==> config.mk <==
export PLATFORM = sky130hd
export DESIGN_NAME = branch_resolver
export DESIGN_NICKNAME = d
export VERILOG_FILES = /design/src/rtl/branch_resolver_pkg.sv /design/src/rtl/branch_resolver_pred_queue.sv /design/src/rtl/branch_resolver.sv
export SDC_FILE = /design/constraint.sdc
export NUM_CORES = 1
export LEC_CHECK = 0
export CORE_ASPECT_RATIO = 0.5
export CORE_MARGIN = 2
export CORE_UTILIZATION = 57
export CTS_CLUSTER_SIZE = 28
export DETAILED_ROUTE_END_ITERATION = 16
export PLACE_DENSITY = 0.86
export RECOVER_POWER = 100
export SETUP_SLACK_MARGIN = 0.15
export SLEW_MARGIN = 20
export SYNTH_ARGS = -nofsm -noshare
export SYNTH_HDL_FRONTEND = slang
export SYNTH_SLANG_ARGS = --single-unit
==> constraint.sdc <==
create_clock -name clk -period 11.5 [get_ports clk]
set_input_delay 1.725 -clock clk [delete_from_list [all_inputs] [get_ports clk]]
set_output_delay 1.725 -clock clk [all_outputs]
set_load 0.05 [all_outputs]
==> src/rtl/branch_resolver_pkg.sv <==
// Shared types and constants for the branch resolver and its prediction queue.
// Latency: n/a (types and constants only).
// Backpressure: n/a.
package branch_resolver_pkg;

   // Width of the target field stored per in-flight branch.
   localparam int ADDR_W = 32;
   // Sequential-fetch increment used for the fall-through PC.
   localparam int PC_INC = 4;
   // Width of the resolved/mispredict statistics counters.
   localparam int CNT_W  = 32;

   // One queued prediction: what the predictor guessed at fetch time.
   typedef struct packed {
      logic              pred_taken;
      logic [ADDR_W-1:0] pred_target;
   } entry_t;

   typedef enum logic {
      IDLE  = 1'b0,
      FLUSH = 1'b1
   } state_t;

endpackage

==> src/rtl/branch_resolver_pred_queue.sv <==
// In-order FIFO of predictions for branches between IF and EX.
// Latency: head is combinational from storage; push visible at head the cycle after.
// Backpressure: none internally; the caller must not push when full unless it also pops.
//
// Ports: clk, rst_n (async active-low), push/push_dat (enqueue), pop (dequeue head),
//        clear (drop all entries, wins over push), head, count, full, empty.
module pred_queue
   import branch_resolver_pkg::*;
#(
   parameter int DEPTH  = 4,
   parameter int QCNT_W = $clog2(DEPTH + 1)
) (
   input  logic              clk,
   input  logic              rst_n,
   input  logic              push,
   input  entry_t            push_dat,
   input  logic              pop,
   input  logic              clear,
   output entry_t            head,
   output logic [QCNT_W-1:0] count,
   output logic              full,
   output logic              empty
);

   localparam int PTR_W = (DEPTH > 1) ? $clog2(DEPTH) : 1;

   entry_t            mem [DEPTH];
   logic [PTR_W-1:0]  wr_ptr;
   logic [PTR_W-1:0]  rd_ptr;

   // Storage carries no reset; only the pointers and count define validity.
   always_ff @(posedge clk) begin
      if (push && !clear) begin
         mem[wr_ptr] <= push_dat;
      end
   end

   // DEPTH is a power of two, so the pointers wrap naturally.
   always_ff @(posedge clk or negedge rst_n) begin
      if (!rst_n) begin
         wr_ptr <= '0;
         rd_ptr <= '0;
         count  <= '0;
      end else if (clear) begin
         wr_ptr <= '0;
         rd_ptr <= '0;
         count  <= '0;
      end else begin
         if (push) wr_ptr <= wr_ptr + PTR_W'(1);
         if (pop)  rd_ptr <= rd_ptr + PTR_W'(1);
         case ({push, pop})
            2'b10:   count <= count + QCNT_W'(1);
            2'b01:   count <= count - QCNT_W'(1);
            default: count <= count;
         endcase
      end
   end

   assign head  = mem[rd_ptr];
   assign full  = (count == QCNT_W'(DEPTH));
   assign empty = (count == '0);

endmodule

==> src/rtl/branch_resolver.sv <==
// Compares queued fetch-time predictions with EX outcomes; redirects and flushes on mispredict.
// Latency: 1 cycle from EX resolve to update/redirect/flush outputs.
// Backpressure: if_stall holds IF when the queue is full and nothing pops this cycle.
//
// Ports: clk, rst_n (async active-low); IF side if_valid/if_is_branch/if_pred_taken/
//        if_pred_target, if_stall; EX side ex_valid/ex_is_branch/ex_taken/ex_target/ex_pc;
//        outputs redirect_valid/redirect_pc, flush, upd_is_branch/upd_taken,
//        branch_cnt, mispred_cnt, err_underflow.
module branch_resolver
   import branch_resolver_pkg::*;
#(
   parameter int XLEN      = 32,
   parameter int DEPTH     = 4,
   parameter int FLUSH_LEN = 2
) (
   input  logic             clk,
   input  logic             rst_n,
   input  logic             if_valid,
   input  logic             if_is_branch,
   input  logic             if_pred_taken,
   input  logic [XLEN-1:0]  if_pred_target,
   input  logic             ex_valid,
   input  logic             ex_is_branch,
   input  logic             ex_taken,
   input  logic [XLEN-1:0]  ex_target,
   input  logic [XLEN-1:0]  ex_pc,
   output logic             if_stall,
   output logic             redirect_valid,
   output logic [XLEN-1:0]  redirect_pc,
   output logic             flush,
   output logic             upd_is_branch,
   output logic             upd_taken,
   output logic [CNT_W-1:0] branch_cnt,
   output logic [CNT_W-1:0] mispred_cnt,
   output logic             err_underflow
);

   localparam int QCNT_W = $clog2(DEPTH + 1);
   localparam int FC_W   = (FLUSH_LEN > 1) ? $clog2(FLUSH_LEN) : 1;

   state_t            state;
   logic [FC_W-1:0]   flush_cnt;

   entry_t            q_head;
   entry_t            q_push_dat;
   logic [QCNT_W-1:0] q_count;
   logic              q_full;
   logic              q_empty;

   logic              resolve;
   logic              pop;
   logic              push;
   logic              mispred;
   logic              pred_taken;
   logic [XLEN-1:0]   pred_target;
   logic [XLEN-1:0]   correct_pc;

   // Resolves and pushes are only honoured outside the flush window.
   assign resolve = ex_valid & ex_is_branch & (state == IDLE);
   assign pop     = resolve & ~q_empty;

   // An EX branch with nothing queued is compared as a not-taken guess.
   assign pred_taken  = q_empty ? 1'b0 : q_head.pred_taken;
   assign pred_target = XLEN'(q_head.pred_target);

   assign mispred = resolve &
                    ((pred_taken != ex_taken) |
                     (pred_taken & ex_taken & (pred_target != ex_target)));

   // Fall-through wraps modulo 2^XLEN by construction.
   assign correct_pc = ex_taken ? ex_target : (ex_pc + XLEN'(PC_INC));

   // A full queue still accepts a push when the head leaves in the same cycle.
   assign push     = if_valid & if_is_branch & (state == IDLE) &
                     ((q_count < QCNT_W'(DEPTH)) | pop);
   assign if_stall = q_full & if_valid & if_is_branch & ~pop;

   assign q_push_dat.pred_taken  = if_pred_taken;
   assign q_push_dat.pred_target = ADDR_W'(if_pred_target);

   // Mispredict clears every entry, including a push in the same cycle:
   // all of them are younger than the resolving branch, hence wrong-path.
   pred_queue #(
      .DEPTH (DEPTH),
      .QCNT_W(QCNT_W)
   ) u_queue (
      .clk     (clk),
      .rst_n   (rst_n),
      .push    (push),
      .push_dat(q_push_dat),
      .pop     (pop),
      .clear   (mispred),
      .head    (q_head),
      .count   (q_count),
      .full    (q_full),
      .empty   (q_empty)
   );

   // Control FSM with registered redirect/flush/update outputs.
   always_ff @(posedge clk or negedge rst_n) begin
      if (!rst_n) begin
         state          <= IDLE;
         flush_cnt      <= '0;
         flush          <= 1'b0;
         redirect_valid <= 1'b0;
         redirect_pc    <= '0;
         upd_is_branch  <= 1'b0;
         upd_taken      <= 1'b0;
      end else begin
         upd_is_branch  <= resolve;
         upd_taken      <= resolve & ex_taken;
         redirect_valid <= mispred;
         if (mispred) begin
            redirect_pc <= correct_pc;
         end
         case (state)
            IDLE: begin
               if (mispred) begin
                  state     <= FLUSH;
                  flush_cnt <= FC_W'(FLUSH_LEN - 1);
                  flush     <= 1'b1;
               end else begin
                  flush     <= 1'b0;
               end
            end
            FLUSH: begin
               // flush was raised on entry; keep it while cycles remain.
               if (flush_cnt == '0) begin
                  state <= IDLE;
                  flush <= 1'b0;
               end else begin
                  flush_cnt <= flush_cnt - FC_W'(1);
                  flush     <= 1'b1;
               end
            end
            default: begin
               state <= IDLE;
               flush <= 1'b0;
            end
         endcase
      end
   end

   // Statistics and sticky error.
   always_ff @(posedge clk or negedge rst_n) begin
      if (!rst_n) begin
         branch_cnt    <= '0;
         mispred_cnt   <= '0;
         err_underflow <= 1'b0;
      end else begin
         if (resolve && (branch_cnt != '1)) begin
            branch_cnt <= branch_cnt + CNT_W'(1);
         end
         if (mispred && (mispred_cnt != '1)) begin
            mispred_cnt <= mispred_cnt + CNT_W'(1);
         end
         if (resolve && q_empty) begin
            err_underflow <= 1'b1;
         end
      end
   end

endmodule

==> results of run 1 <==
-- report_power, final --
part	total (mW)	internal, mW	switching, mW
logic	0.995	0.368	0.627
registers	1.13	1.05	0.0841
clock network	0.682	0.375	0.307
-- cell usage after synthesis --
master    instances  area share (%)
a211oi_1          1           0.069
a21o_1            1           0.069
a21oi_1           7            0.32
a22oi_1           1           0.069
and2_1            7            0.40
and3_1           25             1.4
and4_1            5            0.40
buf_1             1           0.034
buf_2             6            0.27
buf_6             7            0.72
clkbuf_1         13            0.45
dfrtp_1         109              25
edfxtp_1        132              36
fa_1              1            0.18
ha_1              8            0.91
inv_1            12            0.41
inv_4             1           0.057
mux2_2            5            0.51
mux2_4           27             3.7
mux2i_1           6            0.55
mux4_2           32             6.6
nand2_1          74             2.5
nand2_4           1            0.10
nand2b_1          1           0.057
nand3_1          41             1.9
nand3_2           1           0.091
nand4_1          34             1.9
nor2_1           42             1.4
nor2b_1           5            0.29
nor3_1           19            0.87
nor3b_1           1           0.069
nor3b_2           1            0.11
nor4_1            5            0.29
nor4_2            1            0.11
o211ai_1          1           0.069
o21ai_0          31             1.4
or2_2             3            0.17
or3_1             2            0.11
or4_1             1           0.069
xnor2_1          92             7.4
xor2_1           35             2.8
-- flip-flops by register name, indices dropped and copies added, names as in the netlist --
signal,count
u_queue.rd_ptr,2
redirect_pc,32
upd_taken,1
upd_is_branch,1
u_queue.mem,132
redirect_valid,1
u_queue.wr_ptr,2
err_underflow,1
branch_cnt,32
flush_cnt,1
state,1
u_queue.count,3
mispred_cnt,32
-- metal layers --
metal  track usage, %  up-vias  share of wire (%)  routed length (um)
met5                0        -              0.026                   7
met4             7.92        2                2.8                 760
met3             4.59       61                6.6                1790
met2             46.0      303                 49               13400
met1             36.6     3710                 41               11200
li1                 -     3322                  -                   -
-- layout make-up --
type,instances,share of cell area (%)
sequential,241,48.6
multi-input combinational,517,28.6
timing repair buffer,216,15.3
clock buffer,30,4.50
tap,259,2.35
inverter,13,0.373
clock inverter,7,0.273
antenna,1,0.0182
-- kinds of logic (layout without fill, tap and decap cells) --
group,after synthesis,in the layout
simple gates,269,269
compound gates,42,42
buf+inv,40,266
flops,241,241
fa+ha+maj,9,9
mux,70,70
xor+xnor,127,127
other cells,0,1
-- final timing paths --
check | end | depth (start not counted) | slack (ns) | startpoint
setup / recovery | u_queue.mem[0][3]$_DFFE_PP_ | 10 | 4.41 | ex_taken
min in group asynchronous | redirect_pc[14]$_DFFE_PN0P_ | 1 | 2.45 | rst_n
hold reg to reg | err_underflow$_DFFE_PN0P_ | 1 | 0.48 | err_underflow$_DFFE_PN0P_
setup reg to reg | u_queue.mem[0][3]$_DFFE_PP_ | 11 | 5.99 | u_queue.rd_ptr[0]$_DFFE_PN0P_
hold / removal | err_underflow$_DFFE_PN0P_ | 1 | 0.48 | err_underflow$_DFFE_PN0P_
max in group asynchronous | u_queue.rd_ptr[0]$_DFFE_PN0P_ | 2 | 5.31 | rst_n
==> results.md, run 1 <==
- Distinct cells, synth: between 40 and 50
- Commonest non-fill, non-tap cell in the layout: dlygate4sd3_1
- Final std cells w/o fill: roughly 1300
- Ratio of cells with drive above 1 in the final layout: around 8.1%
- Crit path DAT: ~7.2 ns
- Clock slew at reported path FFs: 0.06 ns
- Port Buffer Count: between 200 and 250
- Final number of setup-violating endpoints: 0
- Max IR drop VDD: 0.109 mV
- Main combinational cell family by area after synthesis: simple AND/OR/NAND/NOR gates
- Most frequent cells in the layout: dlygate4sd3_1 (136), edfxtp_1 (132), dfrtp_1 (108), xnor2_1 (92), nand2_1 (75)
- Layout area overhead: 25.7%
- Initial core utilization: 58.9%
- Largest net degree at the start of global routing: 66
- Die Wd: 200 um
- Crit path max fanout: 62
- CP Class: in -> reg
- Routed wire length: 27100 um
- Nets: 1123
- CTS buffer count: 21
- Slew @ Worst Pin: between 3 and 4 ns
- XOR/XNOR share of the synthesized area: between 10 and 15%
- Post-cts resize count: 0
- Placed cell area: between 0.01 and 0.015 mm2
- Crit-path cells: buf_2, clkbuf_1, ha_1, nor2b_1, a22oi_1, nor4_1, nand3_1, nand2_1, and3_1, clkbuf_1
- Leak pwr: 5.30 nW
- Die Height: 102 um
- GRT Resource Usage Total: about 27%
- Hold Crit Class: reg -> reg
- TNS Setup: 0 ns
- Clock tree buffer depth: 3
- Period utilisation layout: 61.7%
- Placed cell count: roughly 1200
- Synth Register Bits: around 240
- Reg area: between 0.006 and 0.007 mm2
- Post-Syn Area: approximately 0.011 mm2
- Vias in the first global route: between 7000 and 8000
- Initial antenna violation count: 2
- Vias: around 7400
- Core area: approximately 0.019 mm2
- HPWL Detailed: 19100 um
- Post-route cell area: 0.0138 mm2
- F_max: 141 MHz
- Startpoint types: input port
- Synthesized Nets: 911
- Post-Place Worst Slack: 6.18 ns
- Crit. End Element: register
- Crit path top cell by count: clkbuf_1
- Synth Instances: between 700 and 800
- Fill count: around 1200
- Adder-cell share of the synthesized area: under 10%
- CP peak stage delay: around 1.7 ns
- Max-Cap Viols: 3
- Io pins: 206
- Die area: slightly above 0.02 mm2
- GRT overflow: 0
- Rows: 35
- Unrepaired setup endpoints after global routing: no
- Post-synthesis mux area share: between 10% and 20%
- First-pass GRT wire length: between 40000 and 50000 um
- Clock latency on the worst-skew pair: approximately 0.52 ns
- Simple-gate share of the synthesized area: between 10% and 20%
- Post-synthesis sequential area ratio: roughly three fifths
- Clock skew: 0.0178 ns
- Root Buffer: clkbuf_16
- Multi-input gate area: approximately 0.0039 mm2
- TritonCTS clock tree: built
- Initial DRC Count: 580
- Wirelength per Cell: 21.1 um
- Post-route antenna net violation count: 0
- Residual DRC count: 0
- Fin. Hold Viols: 0
- Status: finished, violations left
- Fin crit period: just over 7 ns
- Hold-fix buffers at CTS: 0
- WP buf/inv: 3
- First-pass DRT Iterations: 5
- Clock tree sinks: 241
- Mapped Avg Cell Area: around 14 um2
- Fin. max-slew vios: between 150 and 200
- Post-CTS Setup Inserts: 0
- Failing checks: capacitance limit, slew limit
- YS warnings: 0
- Critical Path RT: around 12 ns
- Relative slew slack: -140%
- H-tree depth: 1
- CP delay by family, top: buffers and inverters
- Hold slack: 0.479 ns
- GP Congestion: slightly below 0.9
- Final core occ: about three quarters
- Slowest stage cell, crit path: clkbuf_1
- Compound-Gate Fraction of Synth Area: roughly 2.0%
- Vias per inst: 5.76
- Pwr per Cell Area: 204 mW/mm2
- Final WS setup: ~4.4 ns
- Tot Pwr: approximately 2.8 mW
Note: power is estimated with default switching activity, not from simulation.
==> inputs of run 2 (changes only) <==
--- a/config.mk
+++ b/config.mk
@@ -7,10 +7,10 @@
 export LEC_CHECK = 0
 export CORE_ASPECT_RATIO = 0.5
 export CORE_MARGIN = 2
-export CORE_UTILIZATION = 57
+export CORE_UTILIZATION = 53
 export CTS_CLUSTER_SIZE = 28
 export DETAILED_ROUTE_END_ITERATION = 16
-export PLACE_DENSITY = 0.86
+export PLACE_DENSITY = 0.81
 export RECOVER_POWER = 100
 export SETUP_SLACK_MARGIN = 0.15
 export SLEW_MARGIN = 20
==> constraint.sdc (replaced) <==
create_clock -name clk -period 7.25 [get_ports clk]
set_input_delay 1.0875 -clock clk [delete_from_list [all_inputs] [get_ports clk]]
set_output_delay 1.0875 -clock clk [all_outputs]
set_load 0.05 [all_outputs]
==> run 2 against run 1 <==
The run still ends with capacitance limit, slew limit left. Clock power up 66%. Sequential power increased by 63%. Critical path depth unchanged. Global-route usage is 2.2 points lower. Sequential cell count is the same. Hold slack better by 0.0021 ns. Register-to-register slack got worse by 4.1 ns. Non-clock buffer count down 2. Total power grew 59%. Largest power group unchanged.
==> results.md, run 2 (synthesized netlist as in run 1, its figures left out) <==
- Status: finished, violations left
- Failing checks: capacitance limit, slew limit
- Rows: 37
- GRT overflow: 0
- Die Wd: between 200 and 250 um
- Fin crit period: approximately 5.4 ns
- Hold-fix buffers at CTS: 0
- Vias: 7416
- Crit. End Element: register
- Residual DRC count: 0
- F_max: 185 MHz
- Clock tree buffer depth: 3
- Final std cells w/o fill: around 1300
- Fill count: approximately 1400
- Largest net degree at the start of global routing: 63
- Ratio of cells with drive above 1 in the final layout: roughly 8.4%
- Reg2Reg Setup Slack: about 1.9 ns
- Final number of setup-violating endpoints: 0
- Initial antenna violation count: 1
- Initial DRC Count: about 700
- HPWL Detailed: ~19000 um
- Crit path DAT: between 5 and 6 ns
- Post-cts resize count: 0
- H-tree depth: 1
- Unrepaired setup endpoints after global routing: no
- Commonest non-fill, non-tap cell in the layout: dlygate4sd3_1
- Layout area overhead: 26.2%
- Worst-case reg-to-reg path depth: 10
- Clock skew: between 0.02 and 0.03 ns
- Biggest register: u_queue.mem
- Vias in the first global route: between 7000 and 8000
- GRT Resource Usage Total: between 20 and 25%
- Period utilisation layout: between 70% and 80%
- Clock latency on the worst-skew pair: about 0.53 ns
- TritonCTS clock tree: built
- TNS Setup: 0 ns
- Post-route antenna net violation count: 0
- Pwr per Cell Area: roughly 320 mW/mm2
- Startpoint types: register
- Fin. max-slew vios: 58
- Final core occ: between 60% and 70%
- Die Height: ~110 um
- Die area: about 0.022 mm2
- Relative slew slack: -122%
- Tot Pwr: 4.47 mW
- Root Buffer: clkbuf_16
- Vias per inst: 5.71
- First-pass DRT Iterations: 5
- CTS buffer count: 22
- Placed cell count: 1258
- CP Class: reg -> reg
- Core area: 0.0204 mm2
- Worst hold path stage count: 1
- Hold Crit Class: reg -> reg
- Post-CTS Setup Inserts: 0
- Routed wire length: roughly 27000 um
- Post-route cell area: approximately 0.014 mm2
- Max IR drop VDD: just over 0.2 mV
- Clock tree sinks: between 200 and 250
- Port Buffer Count: between 200 and 250
- Leak pwr: 5.33 nW
- Wirelength per Cell: approximately 21 um
- Critical Path RT: roughly 7.5 ns
- Nets: around 1100
- GP Congestion: 0.853
- Max reg flops: between 100 and 150
- Crit path max fanout: 23
- Placed cell area: between 0.01 and 0.015 mm2
- Io pins: 206
- Fin. Hold Viols: 0
- Clock slew at reported path FFs: roughly 0.070 ns
- Most frequent cells in the layout: dlygate4sd3_1 (136), edfxtp_1 (132), dfrtp_1 (109), xnor2_1 (92), nand2_1 (75)
- Initial core utilization: between 50% and 60%
- First-pass GRT wire length: between 40000 and 50000 um
- Slew @ Worst Pin: around 3.3 ns
- Max-Cap Viols: 1
-- run 2: through the flow --
step | hold WS (ns) | worst slack [ns]
after detailed placement | 0.466 | 2.24
after floorplan | 0.449 | 3.36
after global placement | 0.439 | 2.51
final | 0.481 | 1.85
after CTS | 0.486 | 2.51
after global routing | 0.498 | 1.49
-- run 2: per-layer routing --
| layer | global-route usage, % | vias up | share of wire (%) |
|---|---|---|---|
| li1 | - | 3327 | - |
| met1 | 33.9 | 3738 | 43 |
| met2 | 40.8 | 283 | 48 |
| met3 | 4.26 | 68 | 5.7 |
| met4 | 8.62 | 0 | 3.3 |
| met5 | 0 | - | 0 |
-- run 2: worst paths after layout --
kind | start | to
min | err_underflow$_DFFE_PN0P_ | err_underflow$_DFFE_PN0P_
max | u_queue.rd_ptr[0]$_DFFE_PN0P_ | u_queue.mem[3][11]$_DFFE_PP_
min reg2reg | err_underflow$_DFFE_PN0P_ | err_underflow$_DFFE_PN0P_
max reg2reg | u_queue.rd_ptr[0]$_DFFE_PN0P_ | u_queue.mem[3][11]$_DFFE_PP_
min in group asynchronous | rst_n | redirect_pc[25]$_DFFE_PN0P_
max in group asynchronous | rst_n | branch_cnt[25]$_DFFE_PN0P_
-- run 2: cell type report --
cell class | count | area [um2] | area share (%)
clock inverter | 12 | 103 | 0.742
inverter | 13 | 51.3 | 0.371
timing repair buffer | 214 | 2110 | 15.2
antenna | 1 | 2.50 | 0.0181
clock buffer | 28 | 593 | 4.29
tap | 273 | 342 | 2.47
sequential | 241 | 6690 | 48.4
multi-input combinational | 517 | 3940 | 28.5
-- run 2: report_power, final --
part | leakage, nW | internal (mW) | switching [mW] | total, mW
clock network | 0.340 | 0.620 | 0.514 | 1.13
registers | 2.61 | 1.66 | 0.179 | 1.84
logic | 2.38 | 0.583 | 0.915 | 1.50
total | 5.33 | 2.86 | 1.61 | 4.47
-- run 2: worst max-delay path: stages (launching register included) --
cell and delay [ns]:
dfrtp_1 1.22, mux4_2 0.61, nor2b_1 0.14, ha_1 0.35, nor2b_1 0.13, a22oi_1 0.10, nor4_1 0.39, nand3_1 0.54
nand2_1 0.44, and3_1 0.70, buf_4 0.43
==> inputs of run 3 (changes only) <==
--- a/config.mk
+++ b/config.mk
@@ -7,10 +7,10 @@
 export LEC_CHECK = 0
 export CORE_ASPECT_RATIO = 0.5
 export CORE_MARGIN = 2
-export CORE_UTILIZATION = 53
+export CORE_UTILIZATION = 47
 export CTS_CLUSTER_SIZE = 28
 export DETAILED_ROUTE_END_ITERATION = 16
-export PLACE_DENSITY = 0.81
+export PLACE_DENSITY = 0.76
 export RECOVER_POWER = 100
 export SETUP_SLACK_MARGIN = 0.15
 export SLEW_MARGIN = 20
==> constraint.sdc (replaced) <==
create_clock -name clk -period 4.7 [get_ports clk]
set_input_delay 0.705 -clock clk [delete_from_list [all_inputs] [get_ports clk]]
set_output_delay 0.705 -clock clk [all_outputs]
set_load 0.05 [all_outputs]
==> run 3 against run 2 <==
The flow still finishes with violations (capacitance limit, slew limit). Non-clock buffer count rose by 4. Sequential cell count is the same. Cell area grew 0.81%. Final cell count is 3.2% higher. Clock-buffer cell count increased by 1. First-iteration DRC count shrank 30%. Utilization fell by 6.7 points. Via count is 3.6% lower. Clock power grew 55%. Critical endpoint is now mispred_cnt[1]$_DFFE_PN0P_. Largest cell class unchanged. Highest routed layer unchanged.
==> results.md, run 3 (synthesized netlist as in run 1, its figures left out) <==
- Post-cts resize count: 0
- Crit path DAT: 4.40 ns
- Period utilisation layout: 85.1%
- Max IR drop VDD: roughly 0.26 mV
- GRT overflow: 0
- Routed wire length: ~26000 um
- TritonCTS clock tree: built
- Crit path launch: u_queue.rd_ptr[0]$_DFFE_PN0P_
- CP peak stage delay: 0.61 ns
- Relative slew slack: -22.2%
- Clock tree sinks: 241
- Nets: between 1000 and 1500
- Internal Power: 4.41 mW
- Reg-to-reg endpoint: mispred_cnt[1]$_DFFE_PN0P_
- Reg2Reg Setup Slack: 0.70 ns
- Vias: around 7100
- Port Buffer Count: roughly 200
- Worst hold path stage count: 1
- GP Congestion: about 0.86
- Core area: between 0.02 and 0.025 mm2
- Unrepaired setup endpoints after global routing: no
- HPWL Detailed: between 15000 and 20000 um
- Initial antenna violation count: 2
- Hold Crit Start: err_underflow$_DFFE_PN0P_
- Sw Pwr: between 2 and 2.5 mW
- Crit-path cells: buf_4, mux4_2, xnor2_1, nand4_1, nor4_2, nand3_1, nand2_1, inv_4, nand2_1, mux2_2
- Critical Path RT: roughly 5 ns
- Layout area overhead: 27.2%
- Hold Crit Class: reg -> reg
- Initial core utilization: a little under half
- Slowest stage cell, crit path: mux4_2
- Residual DRC count: 0
- Root Buffer: clkbuf_16
- Die Wd: roughly 220 um
- Status: finished, violations left
- Max-Cap Viols: 2
- GRT Resource Usage Total: between 20% and 30%
- Die area: about 0.025 mm2
- Post-CTS Setup Inserts: 0
- Clock latency on the worst-skew pair: between 0.5 and 0.6 ns
- Largest net degree at the start of global routing: approximately 80
- Sw Ratio: a little over a third
- First-pass DRT Iterations: 4
- Max reg flops: 132
- Fin. max-slew vios: 64
- Post-route antenna net violation count: 0
- Clock skew: about 0.019 ns
- Hold Crit Endpoint: err_underflow$_DFFE_PN0P_
- Clock tree buffer depth: 3
- Hold-fix buffers at CTS: 0
- Crit path max fanout: slightly above 60
- Startpoint types: register
- Worst-case reg-to-reg path depth: 10
- Failing checks: capacitance limit, slew limit
- Commonest non-fill, non-tap cell in the layout: dlygate4sd3_1
- H-tree depth: 1
- Vias in the first global route: roughly 7200
- Reg2reg start: u_queue.rd_ptr[0]$_DFFE_PN0P_
- Clock power share: about a quarter
- Most frequent cells in the layout: dlygate4sd3_1 (136), edfxtp_1 (132), dfrtp_1 (108), xnor2_1 (92), nand2_1 (75)
- Fin. Hold Viols: 0
- Biggest register: u_queue.mem
- Die Height: 112 um
- Tot Pwr: 6.87 mW
- Vias per inst: approximately 5.3
- Crit path top cell by count: nand2_1
- Ratio of cells with drive above 1 in the final layout: roughly 8.9%
- Pwr per Cell Area: ~490 mW/mm2
- Io pins: roughly 200
- Wirelength per Cell: 19.3 um
- CTS buffer count: 23
- Initial DRC Count: approximately 500
- Fin crit period: ~4.0 ns
- Crit. End Element: register
- Slew @ Worst Pin: roughly 1.8 ns
- Rows: 39
- First-pass GRT wire length: roughly 40000 um
- Clock slew at reported path FFs: about 0.07 ns
- CP Class: reg -> reg
- Combinational share of power: between 30% and 40%
- TNS Setup: 0 ns
- Final number of setup-violating endpoints: 0
- Seq pwr share: between 40% and 50%
- Leak pwr: between 5 and 6 nW
- F_max: around 250 MHz
-- run 3: cell type report --
type	instances	area [um2]
Antenna cell	2	5.00
Clock buffer	29	618
Clock inverter	13	91.3
Fill cell	1759	8900
Inverter	13	51.3
Multi-Input combinational cell	517	3940
Sequential cell	241	6690
Tap cell	307	384
Timing Repair Buffer	218	2150
-- run 3: per-stage QoR --
stage	hold WS, ns	instances	util, %	area [um2]	worst slack [ns]
finish	0.473	1340	61.0	13900	0.701
global route	0.487	1340	61.0	13900	0.476
CTS	0.367	1337	61.4	14000	0.970
detailed placement	0.472	1295	58.3	13300	1.01
global placement	0.465	1295	58.3	13300	1.07
floorplan	0.409	798	-	11000	0.953
-- run 3: worst max-delay path, delay by kind of cell, from the launching register on --
kind	cells	cell delay [ns]
DFF	1	0.39
and+or+nand+nor	5	1.58
buffers and inverters	2	0.68
muxes	2	0.95
xor gates and xnor gates	1	0.21
-- run 3: worst max-delay path by stage --
| stage | end | slack, ns |
|---|---|---|
| 2_1_floorplan | u_queue.mem[0][0]$_DFFE_PP_ | 0.95 |
| 3_3_place_gp | u_queue.mem[0][25]$_DFFE_PP_ | 1.07 |
| 3_5_place_dp | u_queue.mem[1][10]$_DFFE_PP_ | 1.01 |
| 4_1_cts | mispred_cnt[1]$_DFFE_PN0P_ | 0.97 |
| 5_1_grt | mispred_cnt[1]$_DFFE_PN0P_ | 0.48 |
| 6_report | mispred_cnt[1]$_DFFE_PN0P_ | 0.70 |
-- run 3: layer usage --
metal,global-route usage [%],share of wire (%),up-vias
met3,3.50,4.2,38
met2,35.9,49,152
met5,0,0,-
li1,-,-,3335
met1,29.3,45,3621
met4,4.43,1.8,0
-- run 3: power groups by stage --
stage / clock (mW) / combinational, mW / sequential (mW)
final: 1.75 / 2.37 / 2.75
after global routing: 1.88 / 2.51 / 2.79
after CTS: 1.79 / 2.59 / 2.77
after detailed placement: 0 / 2.58 / 2.80
after global placement: 0 / 2.55 / 2.79
after floorplan: 0 / 1.14 / 3.42
